### config.mk
export PLATFORM = sky130hd
export DESIGN_NAME = scatter_flat
export DESIGN_NICKNAME = d
export VERILOG_FILES = /design/src/rtl/scatter_if.sv /design/src/rtl/scatter.sv /design/src/flat_wrapper.sv
export SDC_FILE = /design/constraint.sdc
export NUM_CORES = 1
export LEC_CHECK = 0
export ABC_CLOCK_PERIOD_IN_PS = 3560
export CORE_MARGIN = 4
export CORE_UTILIZATION = 40
export DETAILED_ROUTE_END_ITERATION = 10
export PLACE_DENSITY_LB_ADDON = 0.25
export SLEW_MARGIN = 15
export SYNTH_ARGS = -nofsm -noshare
export SYNTH_HDL_FRONTEND = slang
export SYNTH_SLANG_ARGS = --single-unit
### constraint.sdc
create_clock -name clk -period 3.56 [get_ports clk]
set_clock_uncertainty 0.1 [all_clocks]
set_input_delay 0.712 -clock clk [delete_from_list [all_inputs] [get_ports clk]]
set_output_delay 0.712 -clock clk [all_outputs]
set_load 0.005 [all_outputs]
### src/rtl/scatter_if.sv
// Handshake bundle for the scatter frame deserializer: one tagged input stream
// ({index, data}) and N independent stb/rdy output channels.
interface scatter_if #(
  parameter int W = 8,
  parameter int N = 2
);
  localparam int IW = $clog2(N);

  logic              s_stb;
  logic [IW+W-1:0]   s_dat;
  logic              s_rdy;
  logic [N-1:0]      m_stb;
  logic [N*W-1:0]    m_dat;
  logic [N-1:0]      m_rdy;

  modport master (output s_stb, s_dat, m_rdy, input s_rdy, m_stb, m_dat);
  modport slave  (input s_stb, s_dat, m_rdy, output s_rdy, m_stb, m_dat);
endinterface

### src/rtl/scatter.sv
// Frame deserializer: collects one word per index into an N-slot buffer, then
// presents the whole frame on N parallel channels. Macro SCATTER_ERR_EN adds err.
module scatter #(
  parameter int W = 8,
  parameter int N = 2
) (
  input  logic     clk,
  input  logic     rst,
  scatter_if.slave bus
`ifdef SCATTER_ERR_EN
  ,
  output logic     err
`endif
);
  localparam int IW = $clog2(N);

  typedef enum logic {FILL, DRAIN} state_e;

  state_e                state_q, state_d;
  logic [N-1:0]          full_q, full_d;
  logic [N-1:0]          pend_q, pend_d;
  logic [N-1:0][W-1:0]   frame_q, frame_d;

  logic [IW-1:0] idx;
  logic [W-1:0]  wdat;
  logic          idx_ok;
  logic          accept;

  assign idx    = bus.s_dat[IW+W-1:W];
  assign wdat   = bus.s_dat[W-1:0];
  assign idx_ok = (int'(idx) < N);
  // s_rdy is high only in FILL, so an accept always belongs to the filling frame.
  assign accept = bus.s_stb & bus.s_rdy;

  assign bus.s_rdy = ~rst & (state_q == FILL);
  assign bus.m_stb = pend_q;
  assign bus.m_dat = frame_q;

  always_comb begin
    // NOTE: every signal gets a default first so no path through the case leaves one unassigned (no latch).
    state_d = state_q;
    full_d  = full_q;
    pend_d  = pend_q;
    frame_d = frame_q;
    unique case (state_q)
      FILL: begin
        if (accept && idx_ok) begin
          frame_d[idx] = wdat;
          full_d[idx]  = 1'b1;
          if (&full_d) begin
            state_d = DRAIN;
            pend_d  = '1;
            full_d  = '0;
          end
        end
      end
      DRAIN: begin
        pend_d = pend_q & ~bus.m_rdy;
        if (pend_d == '0) state_d = FILL;
      end
      default: state_d = FILL;
    endcase
  end

  // NOTE: the frame buffer is reset because m_dat must read zero after reset; a plain datapath RAM would not need it.
  always_ff @(posedge clk) begin
    if (rst) begin
      state_q <= FILL;
      full_q  <= '0;
      pend_q  <= '0;
      frame_q <= '0;
    end else begin
      // NOTE: non-blocking assignments so every flop samples the pre-edge values.
      state_q <= state_d;
      full_q  <= full_d;
      pend_q  <= pend_d;
      frame_q <= frame_d;
    end
  end

`ifdef SCATTER_ERR_EN
  logic err_q, err_d;

  // Flags a duplicate slot or an out-of-range index; data handling is unaffected.
  always_comb begin
    err_d = accept & (~idx_ok | full_q[idx]);
  end

  always_ff @(posedge clk) begin
    if (rst) err_q <= 1'b0;
    else     err_q <= err_d;
  end

  assign err = err_q;
`endif
endmodule

### src/flat_wrapper.sv
// flat-port wrapper written by rule: the top's interface ports become plain ports
module scatter_flat 
#(
  parameter int W = 8,
  parameter int N = 2
)
  (clk, rst, bus_s_stb, bus_s_dat, bus_m_rdy, bus_s_rdy, bus_m_stb, bus_m_dat);
  scatter_if #(.W(W), .N(N)) bus_i ();
  input  logic clk;
  input  logic rst;
  input wire logic [$bits(bus_i.s_stb)-1:0] bus_s_stb;
  input wire logic [$bits(bus_i.s_dat)-1:0] bus_s_dat;
  input wire logic [$bits(bus_i.m_rdy)-1:0] bus_m_rdy;
  output wire logic [$bits(bus_i.s_rdy)-1:0] bus_s_rdy;
  output wire logic [$bits(bus_i.m_stb)-1:0] bus_m_stb;
  output wire logic [$bits(bus_i.m_dat)-1:0] bus_m_dat;
  assign bus_i.s_stb = bus_s_stb;
  assign bus_i.s_dat = bus_s_dat;
  assign bus_i.m_rdy = bus_m_rdy;
  assign bus_s_rdy = bus_i.s_rdy;
  assign bus_m_stb = bus_i.m_stb;
  assign bus_m_dat = bus_i.m_dat;
  scatter #(.W(W), .N(N)) u_core (.clk(clk), .rst(rst), .bus(bus_i));
endmodule
==> impl_metrics.toml, run 1 <==
[run_status]
status = "complete, no violations"

[yosys]
ys_seq_area_share_pct = 51.5
ys_ff_latch = 21
yosys_warnings = 0
syn_area_um2 = 817
synth_cells = 88
synth_top_area_cell = "dfxtp_1"
yosysUniqueCellTypes = 18
yosysTopAreaCellShare_pct = 51.5
synthTopCellsByArea = "dfxtp_1 51%, mux2i_1 11%, nand2_1 8.7%"
avgSynthCellArea_um2 = 9.28
syn_nets = 102

[detailed_routing]
wl_per_cell_um = 11.8
wl_um = 1750
antenna_left = 0
viasPerCell = 4.73
vias = 700
route.detailed.drc = 0
drtPass1Iterations = 4
drt_iter0_drc = 8

[global_routing]
grt_pass1_vias = 655
grt_usage_pct = 13.7
antenna_found_initial = 0
grt_max_degree = 24
grt_pass1_wl_um = 2810
overflow = 0

[hold_path]
hold_path.class = "flip-flop to flip-flop"
holdPathStages = 2

[cts]
clk_pin_slew_ps = 110
cts_inserted_buffers = 3
htree_levels = 1
clock_path_buffers = 2
cts.sinks = 21
tritoncts = "yes"
cts_hold_buf = 0
cts-root-buf = "clkbuf_4"
worstSkewPairLatency_ps = 290
cts_setup_buffers = 0
ctsResizeCount = 0

[sta]
report.final.slew_viol_count = 0
setup_viol = 0
period_needed_ps = 2540
fmax_mhz = 393
slew_headroom_pct = 70.5
period_share_pct = 71.5
rsz0062_at_grt = "false"
tightest_slew_ps = 441
final-hold-violation-count = 0
fin_setup_tns_ps = 0

[floorplan]
rows = 16
die_w_um = 53.2
die_y_um = 53.2
ios = 33
initial_core_util_pct = 42.1
dieArea_um2 = 2830
coreArea_um2 = 1940

[flow_run]
cap_violations = 0

[worst_setup_path]
reg2reg_from = "u_core.state_q$_SDFF_PP0_"
critPathCapture = "bus_s_rdy"
rrSetupSlack_ps = 2040
cp_max_fo = 2
worstReg2RegEnd = "u_core.bus.m_dat[5]$_SDFFE_PP0P_"
cp-startpoint = "rst"
r2r_cells = 3
crit_type = "primary input to output pin"
arrival_ps = 1730
start_kind = "primary input"
endpoint_kind = "output pin"
cp.required_ps = 2750

[pwr]
p_leak_nw = 0.427
irDropWorstVdd_mv = 0.221
powerDensity_nw_per_um2 = 356

[placed_design]
gp_congestion = 0.643
dp_hpwl_um = 1370
post_dp_cell_area_um2 = 1160
io_buffers = 32

[layout]
regArea_um2 = 420
area.growth.synth_to_final_pct = 45.3
multiInputGateArea_um2 = 359
num_antenna_cells = 0
num-fill-cells = 199
design_area_um2 = 1190
final_net_count = 136
drive_gt1_share_pct = 9.09
==> layout make-up <==
class                           count  area share (%)
Sequential cell                    21            35.4
Multi-Input combinational cell     59            30.2
Clock inverter                      1           0.421
Tap cell                           27            2.85
Timing Repair Buffer               34            28.2
Clock buffer                        3            1.90
Inverter                            3           0.948
==> worst min-delay path by stage <==
stage | from | endpoint | slack (ps)
final | u_core.bus.m_dat[6]$_SDFFE_PP0P_ | u_core.bus.m_dat[6]$_SDFFE_PP0P_ | 360
after global routing | u_core.bus.m_dat[7]$_SDFFE_PP0P_ | u_core.bus.m_dat[7]$_SDFFE_PP0P_ | 390
after CTS | u_core.bus.m_dat[3]$_SDFFE_PP0P_ | u_core.bus.m_dat[3]$_SDFFE_PP0P_ | 370
after detailed placement | u_core.bus.m_dat[3]$_SDFFE_PP0P_ | u_core.bus.m_dat[3]$_SDFFE_PP0P_ | 350
after global placement | u_core.bus.m_dat[7]$_SDFFE_PP0P_ | u_core.bus.m_dat[7]$_SDFFE_PP0P_ | 340
after floorplan | u_core.full_q[0]$_SDFFE_PP0P_ | u_core.full_q[0]$_SDFFE_PP0P_ | 340
==> routing by layer <==
metal | wire length [um] | share of wire (%) | global-route usage, % | up-vias
met2 | 828 | 47 | 20.5 | 16
met3 | 105 | 6.0 | 2.82 | 2
li1 | - | - | - | 363
met4 | 8 | 0.46 | 7.66 | 0
met5 | 0 | 0 | 0 | -
met1 | 811 | 46 | 18.3 | 319
==> state kept, by name (all words and copies together) (netlist names) <==
| register | flops |
|---|---|
| u_core.state_q | 1 |
| u_core.bus.m_stb | 2 |
| u_core.full_q | 2 |
| u_core.bus.m_dat | 16 |
==> through the flow <==
stage          setup slack (ps)  utilization [%]  instances  total power, mW  hold WS (ps)
5_1_grt                     954             61.1        148            0.444           390
6_report                   1020             61.1        148            0.422           361
2_1_floorplan              1500                -         88            0.279           345
4_1_cts                    1000             61.1        148            0.429           366
3_3_place_gp               1020             59.7        144            0.317           344
3_5_place_dp               1010             59.7        144            0.318           349
==> synth_stat cells (all sizes together) <==
master	instances
a21oi	10
dfxtp	21
nor2	10
or4b	1
nor4bb	2
o22ai	1
clkbuf	1
mux2i	9
nand2b	1
nor4b	1
a31o	3
nand2	19
nor3	1
inv	3
or3	1
buf	4
==> cell families (layout without fill, tap and decap cells) <==
| group | after synthesis | count (layout) | synth area share [%] |
|---|---|---|---|
| multiplexers | 9 | 9 | 11.0 |
| AO/OA/AOI/OAI | 14 | 14 | 10.1 |
| AND/OR/NAND/NOR | 36 | 36 | 22.1 |
| buffers and inverters | 8 | 41 | 5.36 |
| flip-flops | 21 | 21 | 51.5 |
==> power by group <==
group          total (mW)  switching (mW)  internal (mW)  leakage [nW]
registers           0.249         0.00556          0.244         0.171
logic              0.0630          0.0245         0.0385         0.238
clock network       0.110          0.0680         0.0418        0.0177
total               0.422          0.0981          0.324         0.427
==> worst max-delay path, cell delays in order <==
cell and delay (ps):
clkdlybuf4s50_1 420, nor2_1 100, clkdlybuf4s50_1 500
==> cells in the final DEF, fill, tap and decap left out <==
| master | n |
|---|---|
| nor4bb_1 | 1 |
| mux2i_1 | 9 |
| clkinv_2 | 1 |
| clkdlybuf4s50_1 | 32 |
| nor2_1 | 10 |
| nor3_1 | 1 |
| nor4bb_2 | 1 |
| clkbuf_4 | 3 |
| nor4b_4 | 1 |
| buf_4 | 2 |
| a21oi_1 | 10 |
| o22ai_1 | 1 |
| nand2_1 | 19 |
| inv_1 | 3 |
| nand2b_1 | 1 |
| or3_1 | 1 |
| dfxtp_1 | 21 |
| or4b_1 | 1 |
| a31o_2 | 3 |
(Power assumes the default switching activity.)
==> inputs of run 2 (changes only) <==
--- a/config.mk
+++ b/config.mk
@@ -5,7 +5,7 @@
 export SDC_FILE = /design/constraint.sdc
 export NUM_CORES = 1
 export LEC_CHECK = 0
-export ABC_CLOCK_PERIOD_IN_PS = 3560
+export ABC_CLOCK_PERIOD_IN_PS = 2500
 export CORE_MARGIN = 4
 export CORE_UTILIZATION = 40
 export DETAILED_ROUTE_END_ITERATION = 10
==> constraint.sdc (replaced) <==
create_clock -name clk -period 2.5 [get_ports clk]
set_clock_uncertainty 0.1 [all_clocks]
set_input_delay 0.5 -clock clk [delete_from_list [all_inputs] [get_ports clk]]
set_output_delay 0.5 -clock clk [all_outputs]
set_load 0.005 [all_outputs]
==> run 2 against run 1 <==
Effect of this change:
- register-to-register slack worse by 1100 ps
- flip-flop and latch count unchanged
- critical path depth unchanged
- cell count up 0.68%
- utilization up 0.32 points
- global-route usage up 1.8 points
- critical path type unchanged
- largest cell class unchanged
==> impl_metrics.toml, run 2 (synthesized netlist as in run 1, its figures left out) <==
[cts]
cts_setup_buffers = 0
cts_inserted_buffers = 3
tritoncts = "yes"
cts.sinks = 21
cts-root-buf = "clkbuf_4"
worstSkewPairLatency_ps = 290
cts_hold_buf = 0
clk_pin_slew_ps = 110
ctsResizeCount = 0
clock_path_buffers = 2
htree_levels = 1

[worst_setup_path]
cp.required_ps = 1900
crit_type = "primary input to output pin"
cp_max_fo = 2
arrival_ps = 1540
endpoint_kind = "output pin"
start_kind = "primary input"

[layout]
drive_gt1_share_pct = 9.02
mostFrequentLayoutCells = "32 x clkdlybuf4s50_1, 21 x dfxtp_1, 19 x nand2_1, 10 x nor2_1, 10 x a21oi_1"
area.growth.synth_to_final_pct = 46.1
final_common_cell = "clkdlybuf4s50_1"
final_core_util_pct = 61.5
final_net_count = 137
largest_reg_flops = 16
num_antenna_cells = 0

[hold_path]
hold_path.class = "flip-flop to flip-flop"

[global_routing]
grt_pass1_wl_um = 3170
grt_pass1_vias = 737
overflow = 0
antenna_found_initial = 0
grt_max_degree = 16
grt_usage_pct = 15.5

[placed_design]
dp_hpwl_um = 1430
gp_congestion = 0.649
io_buffers = 32

[floorplan]
dieArea_um2 = 2830
coreArea_um2 = 1940
initial_core_util_pct = 42.1
rows = 16
ios = 33
die_w_um = 53.2
die_y_um = 53.2

[sta]
rsz0062_at_grt = "false"
fmax_mhz = 467
tightest_slew_ps = 454
setup_viol = 0
final-hold-violation-count = 0
fin_setup_tns_ps = 0
period_share_pct = 85.7
period_needed_ps = 2140
report.final.slew_viol_count = 0
slew_headroom_pct = 69.6

[pwr]
p_leak_nw = 0.429
irDropWorstVdd_mv = 0.324
powerDensity_nw_per_um2 = 507

[flow_run]
cap_violations = 0

[detailed_routing]
vias = 716
wl_um = 1820
drt_iter0_drc = 8
antenna_left = 0
wl_per_cell_um = 12.2
drtPass1Iterations = 4
viasPerCell = 4.81
route.detailed.drc = 0

[run_status]
status = "complete, no violations"
-- run 2: changes by cell type in the layout (fill, tap and decap cells not counted) --
cell / previous run / this run
clkinv_2: 1 / 0
clkbuf_1: 0 / 1
buf_4: 2 / 3
-- run 2: power by group --
| part | internal [mW] | leakage (nW) | total (mW) | switching [mW] |
|---|---|---|---|---|
| logic | 0.0559 | 0.243 | 0.0910 | 0.0351 |
| clock network | 0.0621 | 0.0150 | 0.159 | 0.0967 |
| registers | 0.347 | 0.171 | 0.355 | 0.00792 |
-- run 2: area by class of cell --
cell class	instances	area (um^2)
repair buffers	35	343
well taps	27	33.8
clock buffers	4	26.3
inverters	3	11.3
flip-flops and latches	21	420
fillers	186	748
multi-input cells	59	359
-- run 2: per-stage QoR --
stage	worst slack, ps	hold slack [ps]	instances	power [mW]	instance area, um^2
finish	358	365	149	0.605	1190
global route	315	404	149	0.642	1190
CTS	347	372	149	0.615	1190
detailed placement	326	356	145	0.454	1170
global placement	368	347	145	0.452	1170
floorplan	860	345	88	0.398	817
-- run 2: per-layer routing --
layer | global-route usage (%) | share of wire (%) | up-vias
met5 | 0 | 0 | -
met4 | 7.66 | 0.55 | 0
met3 | 3.66 | 6.3 | 2
met2 | 25.0 | 48 | 21
met1 | 19.1 | 45 | 330
li1 | - | - | 363
-- run 2: worst paths after layout --
path                               startpoint                               end  slack [ps]  depth (start not counted)
max                                       rst                         bus_s_rdy         360                          3
min          u_core.bus.m_dat[3]$_SDFFE_PP0P_  u_core.bus.m_dat[3]$_SDFFE_PP0P_         370                          2
max reg2reg         u_core.state_q$_SDFF_PP0_  u_core.bus.m_dat[5]$_SDFFE_PP0P_         990                          3
min reg2reg  u_core.bus.m_dat[3]$_SDFFE_PP0P_  u_core.bus.m_dat[3]$_SDFFE_PP0P_         370                          2
-- run 2: critical path, stage by stage --
cell	delay (ps)
clkdlybuf4s50_1	420
nor2_1	100
clkdlybuf4s50_1	520
==> inputs of run 3 (changes only) <==
--- a/config.mk
+++ b/config.mk
@@ -8,6 +8,7 @@
 export ABC_CLOCK_PERIOD_IN_PS = 2500
 export CORE_MARGIN = 4
 export CORE_UTILIZATION = 40
+export CTS_CLUSTER_SIZE = 24
 export DETAILED_ROUTE_END_ITERATION = 10
 export PLACE_DENSITY_LB_ADDON = 0.25
 export SLEW_MARGIN = 15
==> results of run 3 <==
The final DEF is identical to that of run 2; final timing and power are the same.
